$ cat src/rtl/ifu_fetch_arbiter.sv
// Shares the single instruction-memory port between the way0/way1 fetch units.
// Owns the fetch PC, alternates strictly way0 -> way1, and drops stale responses after a jump.
module ifu_fetch_arbiter #(
    parameter logic [31:0] RESET_PC = 32'h8000_0000,
    parameter int          CNT_W    = 16
) (
    input  logic             clk,
    input  logic             reset_n,
    input  logic             jumpFlag_i,
    input  logic [31:0]      jumpAddr_i,
    input  logic             way0_req_i,
    input  logic             way1_req_i,
    output logic             mem_req_o,
    output logic [31:0]      mem_addr_o,
    input  logic             mem_gnt_i,
    input  logic             mem_rvalid_i,
    input  logic [31:0]      mem_rdata_i,
    output logic             way0_valid_o,
    output logic [31:0]      way0_addr_o,
    output logic             way0_dataOk_o,
    output logic [31:0]      way0_inst_o,
    output logic             way1_valid_o,
    output logic [31:0]      way1_addr_o,
    output logic             way1_dataOk_o,
    output logic [31:0]      way1_inst_o,
    output logic [CNT_W-1:0] drop_cnt_o,
    output logic             busy_o
);

    typedef enum logic [1:0] {ISSUE, WAIT, DROP} state_t;

    state_t            state, state_n;
    logic [31:0]       pc, pc_n;
    logic              turn, turn_n;
    logic [CNT_W-1:0]  drop_n;
    logic [31:0]       inst0_q, inst1_q;
    logic              cur_req, resp_ok, drop_evt;

    assign cur_req    = turn ? way1_req_i : way0_req_i;
    assign mem_req_o  = (state == ISSUE) && cur_req && !jumpFlag_i;
    assign mem_addr_o = pc;

    // A jump in the rvalid cycle kills the response, so dataOk is gated by the jump.
    assign resp_ok       = (state == WAIT) && mem_rvalid_i && !jumpFlag_i;
    assign way0_dataOk_o = resp_ok && !turn;
    assign way1_dataOk_o = resp_ok && turn;
    assign way0_inst_o   = way0_dataOk_o ? mem_rdata_i : inst0_q;
    assign way1_inst_o   = way1_dataOk_o ? mem_rdata_i : inst1_q;

    assign drop_evt = mem_rvalid_i &&
                      (((state == WAIT) && jumpFlag_i) || (state == DROP));

    assign way0_valid_o = (state != DROP) && !turn;
    assign way1_valid_o = (state != DROP) && turn;
    assign busy_o       = (state != ISSUE);

    always_comb begin
        state_n = state;
        pc_n    = pc;
        turn_n  = turn;
        case (state)
            ISSUE: if (mem_req_o && mem_gnt_i) state_n = WAIT;
            WAIT: begin
                if (mem_rvalid_i) begin
                    state_n = ISSUE;
                    if (!jumpFlag_i) begin
                        pc_n   = pc + 32'd4;
                        turn_n = ~turn;
                    end
                end else if (jumpFlag_i) begin
                    state_n = DROP;
                end
            end
            // The outstanding response retires the drop even if another jump lands with it.
            DROP:    if (mem_rvalid_i) state_n = ISSUE;
            default: state_n = ISSUE;
        endcase
        if (jumpFlag_i) begin
            pc_n   = {jumpAddr_i[31:2], 2'b00};
            turn_n = 1'b0;
        end
    end

    always_comb begin
        drop_n = drop_cnt_o;
        if (drop_evt && (drop_cnt_o != {CNT_W{1'b1}}))
            drop_n = drop_cnt_o + CNT_W'(1);
    end

    // Address outputs are loaded from next-state so they track pc in the cycle it is live.
    always_ff @(posedge clk or negedge reset_n) begin
        if (!reset_n) begin
            state       <= ISSUE;
            pc          <= RESET_PC;
            turn        <= 1'b0;
            drop_cnt_o  <= '0;
            inst0_q     <= '0;
            inst1_q     <= '0;
            way0_addr_o <= '0;
            way1_addr_o <= '0;
        end else begin
            state      <= state_n;
            pc         <= pc_n;
            turn       <= turn_n;
            drop_cnt_o <= drop_n;
            if (way0_dataOk_o) inst0_q <= mem_rdata_i;
            if (way1_dataOk_o) inst1_q <= mem_rdata_i;
            if (state_n != DROP && !turn_n) way0_addr_o <= pc_n;
            if (state_n != DROP && turn_n)  way1_addr_o <= pc_n;
        end
    end

endmodule

$ cat config.mk
export PLATFORM = sky130hd
export DESIGN_NAME = ifu_fetch_arbiter
export DESIGN_NICKNAME = d
export VERILOG_FILES = /design/src/rtl/ifu_fetch_arbiter.sv
export SDC_FILE = /design/constraint.sdc
export NUM_CORES = 1
export LEC_CHECK = 0
export BUFFER_PORTS_ARGS = -buffer_cell sky130_fd_sc_hd__buf_2
export CAP_MARGIN = 10
export CORE_UTILIZATION = 55
export DETAILED_ROUTE_END_ITERATION = 8
export PLACE_DENSITY = 0.95
export SYNTH_ARGS = -nofsm -noshare
export SYNTH_HDL_FRONTEND = slang
export SYNTH_SLANG_ARGS = --single-unit
export TNS_END_PERCENT = 50
$ cat constraint.sdc
create_clock -name clk -period 4.19 [get_ports clk]
set_input_delay 0.419 -clock clk [delete_from_list [all_inputs] [get_ports clk]]
set_output_delay 0.419 -clock clk [all_outputs]
set_load 0.02 [all_outputs]
# After elaboration in Yosys (flattened, before gate mapping)
# Index checks and enable logic that the tools add are counted.
[word_totals] regBits=179 wordCells=50 input_bits=71 output_inout_bits=182
[op_classes] n_reduce_logical=20 n_mux=14 n_eq_ne=5 n_addsub=2 bitwise=1
[op_table] op="32-bit 2-to-1 mux" n=5
[op_table] op="32-bit by 3-bit adder with 32-bit output, second input constant" n=1
[op_table] op="16-bit by 1-bit adder with 16-bit output, second input constant" n=1
[op_table] op="16-bit inequality test, second input constant" n=1
[op_table] op="1-bit logical AND" n=14
[op_table] op="2-bit 2-to-1 mux" n=4
[op_table] op="2-bit one-hot mux with 3 select lines" n=1
[op_table] op="1-bit 2-to-1 mux" n=4
[op_table] op="2-bit inequality test, second input constant" n=2
[op_table] op="1-bit logical NOT" n=3
[op_table] op="2-bit by 1-bit equality test with 1-bit output, second input constant" n=1
[op_table] op="2-bit equality test, second input constant" n=1
[op_table] op="2-bit logical NOT" n=1
[op_table] op="2-bit nonzero test" n=1
[op_table] op="1-bit logical OR" n=1
[op_table] op="1-bit inverter" n=1

# Logic depth before layout (Yosys ltp)
[logic_depth] word_depth=8 ltp_mapped=9 mapped_depth_nobuf=6

# Worst setup path before layout
# No wires, ideal clock.
[synth_timing] path_kind="input port to output port" startpoint="in mem_rvalid_i" endpoint="out way0_inst_o[22]" required_ns=3.771 setup_slack_ns=1.701 n_path_buf=4 cell_stages=9 arrival_ns=2.070 path_cell_list="buf_4 and3b_1 clkbuf_1 buf_2 nand2_1 inv_1 buf_1 nand2_1 nand2_1"
[synth_via] elab_chain_len=4
[synth_rtl] element="start: declaration" line_no="16" rtl="input logic mem_rvalid_i,"
[synth_rtl] element="1-bit logical AND (2 in series)" line_no="44" rtl="assign resp_ok = (state == WAIT) && mem_rvalid_i && !jumpFlag_i;"
[synth_rtl] element="1-bit logical AND" line_no="45" rtl="assign way0_dataOk_o = resp_ok && !turn;"
[synth_rtl] element="named net way0_dataOk_o" line_no="20" rtl="output logic way0_dataOk_o,"
[synth_rtl] element="32-bit 2-to-1 mux"
[synth_rtl] element="end: declaration" line_no="21" rtl="output logic [31:0] way0_inst_o,"
# The timed path passes the listed nets, and every way through them passes these cells.

# Worst setup path in the final report
[layout_timing] startpoint="reg state[1]" endpoint="out way0_inst_o[9]"
[layout_via] elab_chain_len=5
[layout_rtl] element="start: declaration" line_no="32" rtl="state_t state, state_n;"
[layout_rtl] element="start signal: assignment" line_no="102" rtl="state <= state_n;"
[layout_rtl] element="2-bit by 1-bit equality test with 1-bit output" line_no="44"
[layout_rtl] element="1-bit logical AND (2 in series)" line_no="44"
[layout_rtl] element="1-bit logical AND" line_no="45"
[layout_rtl] element="32-bit 2-to-1 mux"
# Every way passes these cells.

==> insert_results.sql <==
INSERT INTO impl_metrics (metric_group, metric, value, unit) VALUES
('outcome', 'status', 'finished, final reports clean', ''),
('critical_path', 'startpoint_types', 'flip-flop', ''),
('synthesis', 'synth-main-ff-cell', 'dfrtp_1', ''),
('synthesis', 'syn-cell-area', '0.00775', 'mm²'),
('place', 'final_replace_weighted_congestion', '0.837', ''),
('sta', 'final_period_minus_worst_setup_slack', '3.25', 'ns'),
('clock_tree', 'numCtsBuffers', '17', ''),
('synthesis', 'dominant_combinational_cell_family_by_area_after_synthesis', 'simple AND/OR/NAND/NOR gates', ''),
('pwr', 'relative_contribution_of_the_clock_network_to_total_power', '30.6', '%'),
('sta', 'finalClockSkew', '0.00966', 'ns'),
('clock_tree', 'ctsHtreeMaxLevel', '4', ''),
('critical_path', 'crit_required', '3.77', 'ns'),
('pwr', 'pwr-share-comb', '26.7', '%'),
('finish', 'finish.cell_count_without_fillers', '1182', ''),
('synthesis', 'post-synth-top-area-cell', 'dfrtp_1', ''),
('critical_path', 'cp-end-kind', 'output port', ''),
('synthesis', 'syn_nets', '820', ''),
('grt', 'first_global_vias', '6608', ''),
('clock_tree', 'postCtsHoldBufs', '0', ''),
('critical_path', 'cells_along_the_critical_path', 'and3b_1, buf_4, nand2_1, inv_1, nand2_1, nand2_1, buf_2', ''),
('floorplanning', 'core', '0.0138', 'mm²'),
('routing', 'routed_wl', '21.1', 'mm'),
('synthesis', 'synth.avg_cell_area', '10.4', 'µm²'),
('pwr', 'netSwitchingFraction', '35.1', '%'),
('synthesis', 'synth.yosys.seq_area_share', '57.8', '%'),
('pwr', 'power.share.sequential', '42.7', '%'),
('floorplanning', 'num_io_pins', '253', ''),
('synthesis', 'post_synth_mux_area_share', '8.54', '%'),
('synthesis', 'synth-compound-area-share', '7.23', '%'),
('grt', 'total_congestion_overflow_after_global_routing', '0', ''),
('floorplanning', 'start_util', '56.1', '%'),
('clock_tree', 'cts_tree', 'built', ''),
('sta', 'timing.final.hold_violations', '0', ''),
('routing', 'detail_route.first_pass.iterations', '5', ''),
('critical_path', 'timing.critical_path.slowest_cell_delay', '0.81', 'ns'),
('routing', 'detail-route-antenna-nets', '0', ''),
('sta', 'slew-limit-headroom', '26.0', '%'),
('pwr', 'totalPowerFinal', '5.29', 'mW'),
('synthesis', 'async_reset_ff_share', '100', '%'),
('place', 'dpl.cell_count', '1150', ''),
('sta', 'maxClockFrequency', '307', 'MHz'),
('sta', 'min_period_over_period', '77.7', '%'),
('routing', 'drt_iter0_drc', '449', ''),
('critical_path', 'critical_path_peak_fanout', '33', ''),
('finish', 'most_frequent_standard_cell_in_the_layout_excluding_fill_and_tap_cells', 'buf_2', ''),
('clock_tree', 'clock_latency_at_the_later_pin_of_the_worst_skew_pair', '0.43', 'ns'),
('sta', 'slew_violations', '0', ''),
('clock_tree', 'cts.reportedPaths.clkPinSlew', '0.07', 'ns'),
('sta', 'final.setup.tns', '0', 'ns'),
('routing', 'dr_total_vias', '6649', ''),
('clock_tree', 'cts-root-buf', 'clkbuf_16', ''),
('synthesis', 'synth-seq-cells', '179', ''),
('synthesis', 'yosys-top-cells-area', 'dfrtp_1, nand2_1, mux2_2', ''),
('synthesis', 'yosys_warnings', '0', ''),
('pwr', 'ir_drop', '0.499', 'mV'),
('routing', 'drt-vias-per-instance', '5.63', ''),
('grt', 'grt_overall_usage', '30.3', '%'),
('synthesis', 'syn-instance-count', '747', ''),
('critical_path', 'cp.arrival', '2.84', 'ns'),
('finish', 'antenna_cells', '0', ''),
('clock_tree', 'cts_num_sinks', '179', ''),
('sta', 'grt_setup_unrepaired', 'false', ''),
('critical_path', 'cp_slowest_cell', 'inv_1', ''),
('floorplanning', 'rows', '43', ''),
('hold_path', 'min-delay-path-class', 'input pin to async pin', ''),
('place', 'hpwlAfterDp', '14.9', 'mm'),
('floorplanning', 'die_width', '121', 'µm'),
('finish', 'signed_area_change_from_the_synthesized_netlist_to_the_final_layout', '26.1', '%'),
('critical_path', 'worst_path_most_repeated_cell', 'nand2_1', ''),
('synthesis', 'number_of_enable_type_register_cells_in_the_synthesized_netlist', '0', ''),
('floorplanning', 'design.die.area', '0.0146', 'mm²');
power groups by stage:
stage | Sequential [mW] | Combinational (mW) | Clock, mW
finish | 2.26 | 1.41 | 1.62
global route | 2.30 | 1.52 | 1.71
CTS | 2.26 | 1.42 | 1.64
detailed placement | 2.29 | 1.40 | 0
global placement | 2.26 | 1.36 | 0
floorplan | 2.52 | 0.590 | 0
per-layer routing:
| metal | up-vias | track usage, % | wire length [µm] |
|---|---|---|---|
| met3 | 44 | 8.25 | 1750 |
| met5 | - | 0 | 0 |
| met4 | 0 | 12.1 | 577 |
| li1 | 3042 | - | - |
| met2 | 324 | 51.1 | 10600 |
| met1 | 3239 | 36.9 | 8180 |
registers in the layout, summed over array words and instances, names as in the netlist:
signal and cells:
mem_addr_o 32, inst0_q 32, drop_cnt_o 16, state 2, inst1_q 32, way1_addr_o 32, turn 1, way0_addr_o 32
per-stage QoR:
step | util, % | area (µm²) | worst slack (ns) | hold WS, ns
6_report | 70.7 | 9770 | 0.936 | 0.102
5_1_grt | 70.7 | 9770 | 0.770 | 0.195
4_1_cts | 70.7 | 9770 | 0.998 | 0.147
3_5_place_dp | 66.4 | 9180 | 1.38 | 0.456
3_3_place_gp | 66.4 | 9180 | 1.48 | 0.450
2_1_floorplan | - | 7750 | 1.70 | 0.123
critical path: cells and delay by family (launching register included):
family	cells	cell delay, ns
buffers and inverters	3	1.22
flip-flops	1	0.47
AND/OR/NAND/NOR	4	0.72
Yosys cell counts (2+ instances only):
cell and n:
a21oi_1 5, nand2b_1 6, o31a_1 5, mux2_2 52, o31ai_1 16, nand4_1 14
a21o_1 2, or3_1 4, and2_1 3, nand3_1 16, clkbuf_1 28, nand3b_1 2
o21a_1 5, o21ai_0 33, a31oi_1 5, buf_1 4, ha_1 2, inv_1 19
nor2_1 58, a211o_1 2, or4_1 3, nor2b_1 4, nor3_1 18, and3b_1 2
nand2_1 170, xor2_1 12, nor4_1 10, or2_2 2, and3_1 10, dfrtp_1 178
buf_2 3, mux2i_1 5, xnor2_1 19, and4_1 6
logic make-up (layout without fill, tap and decap cells):
logic type                 after synthesis  count (layout)
AOI/OAI and AO/OA                       85              85
xor gates and xnor gates                31              31
adders and majority gates                2               2
buffers and inverters                   55             310
DFF                                    179             179
muxes                                   59              59
and+or+nand+nor                        336             336
path summary, 6_finish.rpt:
path / from / endpoint / slack [ns]
setup / recovery: state[1] / way0_inst_o[9] / 0.94
hold / removal: reset_n / inst1_q[2] / 0.10
setup reg to reg: state[1] / way0_addr_o[19] / 1.67
hold reg to reg: way1_addr_o[2] / way1_addr_o[2] / 0.47
max in group asynchronous: reset_n / inst0_q[25] / 2.98
min in group clk: mem_rdata_i[2] / inst0_q[2] / 0.22
final cells by class:
cell class,instances,area [µm²]
sequential,179,4480
fill,953,4050
multi-input combinational,513,3070
timing repair buffer,259,1330
clock buffer,17,425
tap,180,225
clock inverter,15,174
inverter,19,71.3
No activity file was read; power rests on OpenSTA's default activity.
